### src/rtl/hex_display_ctrl.sv
// hex_display_ctrl: multi-digit 7-segment driver for a nibble display register.
// The register is loaded in parallel or shifted one digit at a time
// (keyboard-style entry). It is rendered as hex glyphs with optional
// leading-zero blanking and per-digit blinking. Segment outputs are registered,
// so a register change appears on o_hex_out one edge after it lands.
module hex_display_ctrl #(
  parameter int NUM_DIGITS = 6,
  parameter int BLINK_DIV  = 25000000,
  parameter bit ACTIVE_LOW = 1'b1
) (
  input  logic                    i_clk,
  input  logic                    i_reset,
  input  logic                    i_clear,
  input  logic                    i_load,
  input  logic [4*NUM_DIGITS-1:0] i_value_in,
  input  logic                    i_shift_en,
  input  logic [3:0]              i_digit_in,
  input  logic                    i_blank_lz,
  input  logic [NUM_DIGITS-1:0]   i_blink_en,
  output logic [7*NUM_DIGITS-1:0] o_hex_out,
  output logic [4*NUM_DIGITS-1:0] o_value_out,
  output logic                    o_ovf
);

  localparam int VW = 4 * NUM_DIGITS;
  localparam int HW = 7 * NUM_DIGITS;
  localparam int CW = $clog2(BLINK_DIV);
  localparam logic [CW-1:0] CNT_MAX = CW'(BLINK_DIV - 1);
  localparam logic [6:0] SEG_OFF = ACTIVE_LOW ? 7'h7F : 7'h00;

  logic [VW-1:0]         r_value;
  logic                  r_ovf;
  logic [CW-1:0]         r_blinkCnt;
  logic                  r_blinkPhase;
  logic [VW-1:0]         w_shifted;
  logic [3:0]            w_topNibble;
  logic [NUM_DIGITS-1:0] w_lzBlank;
  logic [NUM_DIGITS-1:0] w_blank;
  logic [HW-1:0]         w_hexNext;

  // Hex glyph for one nibble, already adjusted for the output polarity.
  function automatic logic [6:0] encode(input logic [3:0] d);
    logic [6:0] s;
    case (d)
      4'h0: s = 7'h3F;
      4'h1: s = 7'h06;
      4'h2: s = 7'h5B;
      4'h3: s = 7'h4F;
      4'h4: s = 7'h66;
      4'h5: s = 7'h6D;
      4'h6: s = 7'h7D;
      4'h7: s = 7'h07;
      4'h8: s = 7'h7F;
      4'h9: s = 7'h6F;
      4'hA: s = 7'h77;
      4'hB: s = 7'h7C;
      4'hC: s = 7'h39;
      4'hD: s = 7'h5E;
      4'hE: s = 7'h79;
      default: s = 7'h71;
    endcase
    return ACTIVE_LOW ? ~s : s;
  endfunction

  // A single-digit display has nothing to keep on a shift, so the new digit
  // simply replaces the register.
  generate
    if (NUM_DIGITS == 1) begin : g_oneDigit
      assign w_shifted = i_digit_in;
    end else begin : g_multiDigit
      assign w_shifted = {r_value[VW-5:0], i_digit_in};
    end
  endgenerate

  assign w_topNibble = r_value[VW-1 -: 4];

  // Display register and sticky overflow: clear beats load beats shift.
  always_ff @(posedge i_clk or posedge i_reset) begin
    if (i_reset) begin
      r_value <= '0;
      r_ovf   <= 1'b0;
    end else if (i_clear) begin
      r_value <= '0;
      r_ovf   <= 1'b0;
    end else if (i_load) begin
      r_value <= i_value_in;
      r_ovf   <= 1'b0;
    end else if (i_shift_en) begin
      r_value <= w_shifted;
      if (w_topNibble != 4'h0) r_ovf <= 1'b1;
    end
  end

  // Free-running blink timebase; the phase flips each time the counter wraps.
  always_ff @(posedge i_clk or posedge i_reset) begin
    if (i_reset) begin
      r_blinkCnt   <= '0;
      r_blinkPhase <= 1'b1;
    end else if (r_blinkCnt == CNT_MAX) begin
      r_blinkCnt   <= '0;
      r_blinkPhase <= ~r_blinkPhase;
    end else begin
      r_blinkCnt <= r_blinkCnt + CW'(1);
    end
  end

  // Leading-zero mask: scan from the top digit down until a nonzero digit
  // appears. Digit 0 always stays visible so a zero value still reads "0".
  always_comb begin : p_leadingZero
    logic seenNonzero;
    seenNonzero = 1'b0;
    w_lzBlank   = '0;
    for (int i = NUM_DIGITS - 1; i >= 0; i--) begin
      if (r_value[4*i +: 4] != 4'h0) seenNonzero = 1'b1;
      w_lzBlank[i] = i_blank_lz && !seenNonzero && (i != 0);
    end
  end

  assign w_blank = w_lzBlank | (i_blink_en & {NUM_DIGITS{~r_blinkPhase}});

  // Next segment image: a blanked digit goes dark, otherwise it shows its glyph.
  always_comb begin
    w_hexNext = '0;
    for (int i = 0; i < NUM_DIGITS; i++) begin
      w_hexNext[7*i +: 7] = w_blank[i] ? SEG_OFF : encode(r_value[4*i +: 4]);
    end
  end

  // Registered segment outputs; reset darkens every digit immediately.
  always_ff @(posedge i_clk or posedge i_reset) begin
    if (i_reset) o_hex_out <= {NUM_DIGITS{SEG_OFF}};
    else         o_hex_out <= w_hexNext;
  end

  assign o_value_out = r_value;
  assign o_ovf       = r_ovf;

endmodule

### config.mk
export PLATFORM = sky130hd
export DESIGN_NAME = hex_display_ctrl
export DESIGN_NICKNAME = d
export VERILOG_FILES = /design/src/rtl/hex_display_ctrl.sv
export SDC_FILE = /design/constraint.sdc
export NUM_CORES = 1
export LEC_CHECK = 0
export BUFFER_PORTS_ARGS = -buffer_cell sky130_fd_sc_hd__buf_2
export CORE_ASPECT_RATIO = 1.2
export CORE_MARGIN = 5
export CORE_UTILIZATION = 50
export DETAILED_ROUTE_END_ITERATION = 16
export GPL_ROUTABILITY_DRIVEN = 0
export PLACE_DENSITY_LB_ADDON = 0.08
export SETUP_SLACK_MARGIN = 0.15
export SLEW_MARGIN = 10
export SYNTH_ARGS = -nofsm -noshare
export SYNTH_HDL_FRONTEND = slang
export SYNTH_SLANG_ARGS = --single-unit
export TNS_END_PERCENT = 5
### constraint.sdc
create_clock -name i_clk -period 3.83 [get_ports i_clk]
set_input_delay 0.766 -clock i_clk [delete_from_list [all_inputs] [get_ports i_clk]]
set_output_delay 0.766 -clock i_clk [all_outputs]
set_load 0.005 [all_outputs]
==> flow_summary_export.csv, run 1 <==
group,metric,value,unit
status,outcome,"complete, no violations",
placed_design,place_area,5790,um^2
clock_network,clk_pin_slew,0.06,ns
final_layout,nNetsFinal,687,
power,power_density,389,nW/um^2
global_route,grt_antenna_before_repair,0,
clock_network,clk_path_buf_depth,2,
yosys,synth-edff-count,0,
worst_setup_path,worstSetupPathType,"reg2reg",
timing,maxSlewViolCount,0,
yosys,synth_top_area_share,24.0,%
clock_network,h-tree-depth,3,
global_route,gr-max-usage-layer,"met2",
timing,final.setup.worst_slack,1.71,ns
timing,finalCriticalPeriod,2.12,ns
power,irDropWorstVdd,266,uV
clock_network,ctsHoldBuffers,0,
final_layout,drive_above_1_share,29.3,%
floorplanning,num_rows,40,
min_path,min_to,"r_blinkCnt[17]",
clock_network,cts-resized-gates,0,
min_path,holdPathStages,1,
timing,setup_violations,0,
job,cap_violations,0,
yosys,ys_seq_area_share,45.6,%
final_layout,final_util,60.4,%
timing,rsz0062_at_grt,"no",
drt,via_per_inst,5.47,
yosys,syn_nets,601,
worst_setup_path,worstPathMaxFanout,8,
drt,drtAntennaViolNets,0,
yosys,async_reset_ff_share,100,%
yosys,synth_area,5220,um^2
worst_setup_path,r2r-end,"o_hex_out[18]",
floorplanning,die_x,103,um
global_route,grtUsageMet1,25.9,%
drt,drt_wl_total,11800,um
floorplanning,die_h,122,um
timing,final.period_utilization,55.2,%
power,power_leakage,2.72,nW
min_path,hp-start,"r_blinkCnt[17]",
yosys,yosysTopAreaCell,"dfrtp_1",
floorplanning,pin_count,107,
yosys,ys_ff_latch,93,
global_route,grt_max_degree,50,
placed_design,dp.final_hpwl,8540,um
clock_network,numCtsBuffers,9,
drt,dr_total_vias,4085,
floorplanning,start_util,51.6,%
yosys,synth.area.top_cells,"dfrtp_1 24%, dfstp_2 22%, ha_1 7.4%",
final_layout,final_area,6100,um^2
worst_setup_path,cp.required,4.06,ns
worst_setup_path,arrival,2.34,ns
timing,finalClockSkew,0.00540,ns
timing,slew_headroom,40.9,%
power,power.total,2.37,mW
worst_setup_path,start_kind,"register",
drt,wire_per_inst,15.8,um
yosys,syn_area_per_cell,9.85,um^2
drt,drtPass1Iterations,4,
clock_network,cts_setup_buffers,0,
yosys,ys_warn_count,0,
final_layout,seqCellArea,2380,um^2
timing,hold_viol_final,0,
worst_setup_path,rrSetupSlack,1.71,ns
drt,initialDrtViolationCount,159,
clock_network,clock_latency,0.34,ns
final_layout,num-fill-cells,874,
floorplanning,fp.coreArea,10100,um^2
yosys,synthCells,530,
floorplanning,die_area,12600,um^2
timing,fmax,0.473,GHz
global_route,grt_use_total,19.5,%
placed_design,pre_cts_ws,1.71,ns
global_route,met2_usage,31.8,%
global_route,global_route.usage.met3,4.52,%
worst_setup_path,cp-end-kind,"register",
worst_setup_path,reg2reg_from,"o_value_out[17]",
clock_network,cts_root_buf,"clkbuf_16",
yosys,ys_types,55,
global_route,grt_pass1_vias,3961,
worst_setup_path,reg2reg_depth,6,
global_route,grt_overflow,0,
timing,worst_pin_slew,0.879,ns
final_layout,n_antenna_cell,0,
drt,drc_errors,0,
placed_design,io_buffers,106,
timing,fin_setup_tns,0,ns
global_route,grt_first_pass_wirelength,19500,um
min_path,hp-class,"reg2reg",
clock_network,cts_tree,"yes",
clock_network,cts.sinks,93,
yosys,synth_ff_type,"dfrtp_1",
final_layout,areaGrowthSynthToFinish,16.9,%
final_layout,multiInputGateArea,2630,um^2
-- layout make-up --
cell class / instances / area share, %
tap: 126 / 2.58
multi-input combinational: 387 / 43.1
inverter: 18 / 1.13
sequential: 93 / 39.0
timing repair buffer: 107 / 9.02
clock buffer: 10 / 3.75
clock inverter: 6 / 1.44
-- Yosys cell counts (2+ instances only) --
library cell and number:
inv_1 17, clkbuf_1 22, mux2_2 2, dfrtp_1 50
xnor2_1 10, nand2b_1 13, nand2_1 35, nand3b_1 5
and3_1 5, a22oi_1 2, nor3b_1 2, and4_1 4
mux2i_1 30, ha_1 31, dfstp_2 43, a21oi_1 42
o211ai_1 37, nand4_1 3, buf_1 3, nand3_1 24
nor3_1 4, o21a_1 9, nor2_1 60, o21ai_0 15
nor2b_1 11, buf_6 2, o311ai_0 5, buf_2 3
and2_1 2, or3_1 6, or2_2 4, xor2_1 6
-- where the power goes --
part           internal [mW]  switching, mW
logic                  0.144          0.161
registers               1.07         0.0610
clock network          0.570          0.363
-- flip-flops by register name, indices dropped and copies added, names as in the netlist --
signal        count
o_hex_out        42
r_blinkCnt       25
o_value_out      24
o_ovf             1
r_blinkPhase      1
-- cell families (layout without fill, tap and decap cells) --
logic type	after synthesis	count (layout)	synth area share, %
buffers and inverters	50	141	4.05
AOI/OAI and AO/OA	116	116	14.3
DFF	93	93	45.6
adders and majority gates	31	31	7.43
muxes	33	33	6.61
and+or+nand+nor	191	191	19.3
xor gates and xnor gates	16	16	2.68
-- worst max-delay path: stages, from the launching register on --
cell	delay, ns
dfrtp_1	0.51
inv_1	0.14
ha_1	0.23
or3b_2	0.21
and4bb_2	0.27
a21oi_1	0.41
o311ai_0	0.23
-- through the flow --
| stage | cells | hold WS [ns] |
|---|---|---|
| floorplan | 530 | 0.460 |
| global placement | 731 | 0.478 |
| detailed placement | 731 | 0.486 |
| CTS | 747 | 0.495 |
| global route | 747 | 0.534 |
| finish | 747 | 0.495 |
-- layer usage --
metal / wire length (um) / up-vias
met5: 0 / -
met4: 124 / 0
met3: 679 / 9
met2: 5940 / 86
met1: 5090 / 1948
li1: - / 2042
-- cells in the final DEF (no fill, tap or decap), types with 2 or more instances in the layout --
cell type / instances
a21oi_1: 42
a22oi_1: 2
and2_1: 2
and3_1: 5
and4_1: 4
buf_2: 106
bufinv_16: 2
clkbuf_16: 9
clkinv_2: 2
clkinvlp_4: 3
dfrtp_1: 50
dfstp_2: 43
ha_1: 31
inv_1: 16
mux2_2: 2
mux2i_1: 30
nand2_1: 35
nand2b_1: 13
nand3_1: 24
nand3b_1: 5
nand4_1: 3
nor2_1: 60
nor2b_1: 11
nor3_1: 4
nor3b_1: 2
o211ai_1: 37
o21a_1: 9
o21ai_0: 15
o311ai_0: 5
or2_2: 4
or3_1: 6
xnor2_1: 10
xor2_1: 6
-- worst max-delay path by stage --
stage / startpoint / endpoint / slack, ns / cells after the start
after floorplan: i_reset / o_ovf / 0.71 / 1
after global placement: o_value_out[17] / o_hex_out[11] / 1.77 / 6
after detailed placement: o_value_out[17] / o_hex_out[18] / 1.71 / 6
after CTS: o_value_out[17] / o_hex_out[18] / 1.70 / 6
after global routing: o_value_out[17] / o_hex_out[18] / 1.54 / 6
final: o_value_out[17] / o_hex_out[18] / 1.71 / 6
(Power assumes the default switching activity.)
==> run 2, diff against run 1 <==
==> constraint.sdc (replaced) <==
create_clock -name i_clk -period 2 [get_ports i_clk]
set_input_delay 0.4 -clock i_clk [delete_from_list [all_inputs] [get_ports i_clk]]
set_output_delay 0.4 -clock i_clk [all_outputs]
set_load 0.005 [all_outputs]
==> run 2 against run 1 <==
First-iteration DRC count is 37% lower. Setup slack worse by 1.5 ns. Utilization is 2.1 points higher. Critical path depth is 2 lower. Sequential share of layout area is 1.3 points lower. Clock skew is 0.0012 ns lower. Die area stayed put. Critical path type unchanged. Critical endpoint is now r_blinkCnt[24].
==> flow_summary_export.csv, run 2 (synthesis results as in run 1) <==
group,metric,value,unit
status,outcome,"complete, no violations",
global_route,grt_use_total,20.2,%
global_route,grt_first_pass_wirelength,20100,um
worst_setup_path,start_kind,"register",
worst_setup_path,rrSetupSlack,0.18,ns
worst_setup_path,reg2reg_depth,4,
final_layout,n_antenna_cell,0,
timing,slew_headroom,59.2,%
power,power_leakage,2.86,nW
power,power.total,4.32,mW
min_path,hp-class,"in2async",
worst_setup_path,cp.required,2.26,ns
placed_design,dp_cells,755,
timing,final.setup.worst_slack,0.183,ns
worst_setup_path,r2r-end,"r_blinkCnt[24]",
global_route,grt_max_degree,94,
global_route,grt_overflow,0,
clock_network,clock_latency,0.33,ns
timing,fin_setup_tns,0,ns
final_layout,areaGrowthSynthToFinish,21.0,%
drt,drtAntennaViolNets,0,
worst_setup_path,cp_slowest_stage_delay,0.50,ns
placed_design,pre_cts_ws,0.0940,ns
final_layout,num-fill-cells,888,
final_layout,layout_common_cells,"106 x buf_2, 60 x nor2_1, 50 x dfrtp_1",
final_layout,final_area,6320,um^2
worst_setup_path,worstSetupPathType,"reg2reg",
worst_setup_path,cp_slowest_cell,"or4_1",
power,power_density,685,nW/um^2
timing,worst_pin_slew,0.612,ns
floorplanning,die_x,103,um
worst_setup_path,arrival,2.07,ns
drt,via_per_inst,5.43,
floorplanning,die_h,122,um
floorplanning,start_util,51.6,%
final_layout,largest_register,"o_hex_out",
global_route,grt_antenna_before_repair,0,
floorplanning,die_area,12600,um^2
placed_design,dp.final_hpwl,8880,um
floorplanning,pin_count,107,
worst_setup_path,crit_chain,"and4_1 > nand4_4 > or4_1 > a21oi_1",
drt,drc_errors,0,
timing,setup_violations,0,
timing,hold_ws,0.184,ns
worst_setup_path,worstPathMaxFanout,7,
worst_setup_path,cp_num_buf_inv,0,
drt,drt_wl_total,12000,um
final_layout,final_util,62.5,%
placed_design,place_area,5990,um^2
drt,drtPass1Iterations,4,
floorplanning,num_rows,40,
drt,wire_per_inst,15.5,um
worst_setup_path,cp_top_family,"simple AND/OR/NAND/NOR gates",
drt,dr_total_vias,4209,
worst_setup_path,reg2reg_from,"r_blinkCnt[2]",
drt,initialDrtViolationCount,100,
floorplanning,fp.coreArea,10100,um^2
final_layout,largest_register_ffs,42,
placed_design,io_buffers,106,
clock_network,cts_tree,"yes",
final_layout,drive_above_1_share,33.1,%
timing,rsz0062_at_grt,"yes",
job,cap_violations,0,
timing,finalClockSkew,0.00422,ns
final_layout,seqCellArea,2380,um^2
timing,final.period_utilization,90.9,%
clock_network,cts_root_buf,"clkbuf_16",
worst_setup_path,cp-end-kind,"register",
clock_network,clk_path_buf_depth,2,
timing,finalCriticalPeriod,1.82,ns
clock_network,cts.sinks,93,
final_layout,nNetsFinal,715,
timing,maxSlewViolCount,0,
clock_network,ctsHoldBuffers,0,
final_layout,stdcell_count,775,
clock_network,numCtsBuffers,9,
timing,fmax,0.550,GHz
final_layout,final_common_cell,"buf_2",
final_layout,multiInputGateArea,2660,um^2
clock_network,clk_pin_slew,0.06,ns
timing,hold_viol_final,0,
global_route,grt_pass1_vias,4165,
clock_network,h-tree-depth,3,
power,irDropWorstVdd,406,uV
run 2: cell count changes in the layout (fill, tap and decap cells not counted), sizes merged:
| cell | change |
|---|---|
| buf | +28 |
| bufinv | -2 |
| clkbuf | +1 |
| clkinv | +2 |
| clkinvlp | -2 |
| inv | +1 |
run 2: worst max path at each step:
stage,start,endpoint,slack (ns),depth (start not counted)
detailed placement,o_value_out[16],o_hex_out[11],0.09,6
finish,r_blinkCnt[2],r_blinkCnt[24],0.18,4
global placement,o_value_out[16],o_hex_out[11],0.14,6
floorplan,o_value_out[16],o_hex_out[11],0.15,6
global route,r_blinkPhase,o_hex_out[25],0.1,3
CTS,o_value_out[16],o_hex_out[18],0.11,6
run 2: worst register-to-register path: stages (launching register included):
cell,delay (ns)
dfrtp_1,0.45
and4_1,0.43
nand4_4,0.19
or4_1,0.50
a21oi_1,0.17
run 2: final cells by class:
type,count,area share (%)
inverter,18,1.13
multi-input combinational,387,42.1
clock buffer,11,3.68
tap,126,2.50
timing repair buffer,135,12.4
clock inverter,5,0.416
sequential,93,37.7
run 2: what timing repair did:
item	4_1_cts	5_1_grt
setup endpoints to repair	8	20
endpoints found under the hold margin	0	0
gates resized for setup	2	7
pin swaps	1	3
buffers inserted	0	4
run 2: metal layers:
layer	up-vias	GRT usage, %	wire (um)
li1	2098	-	-
met1	2014	25.4	4980
met2	87	34.1	6270
met3	10	4.98	642
met4	0	5.99	153
met5	-	0	0
run 2: where the power goes:
| group | total [mW] | leakage [nW] | internal, mW | switching [mW] |
|---|---|---|---|---|
| Combinational | 0.713 | 1.60 | 0.323 | 0.390 |
| Clock | 1.51 | 0.133 | 0.835 | 0.672 |
| Sequential | 2.10 | 1.12 | 2.05 | 0.0506 |
| Total | 4.32 | 2.86 | 3.21 | 1.11 |
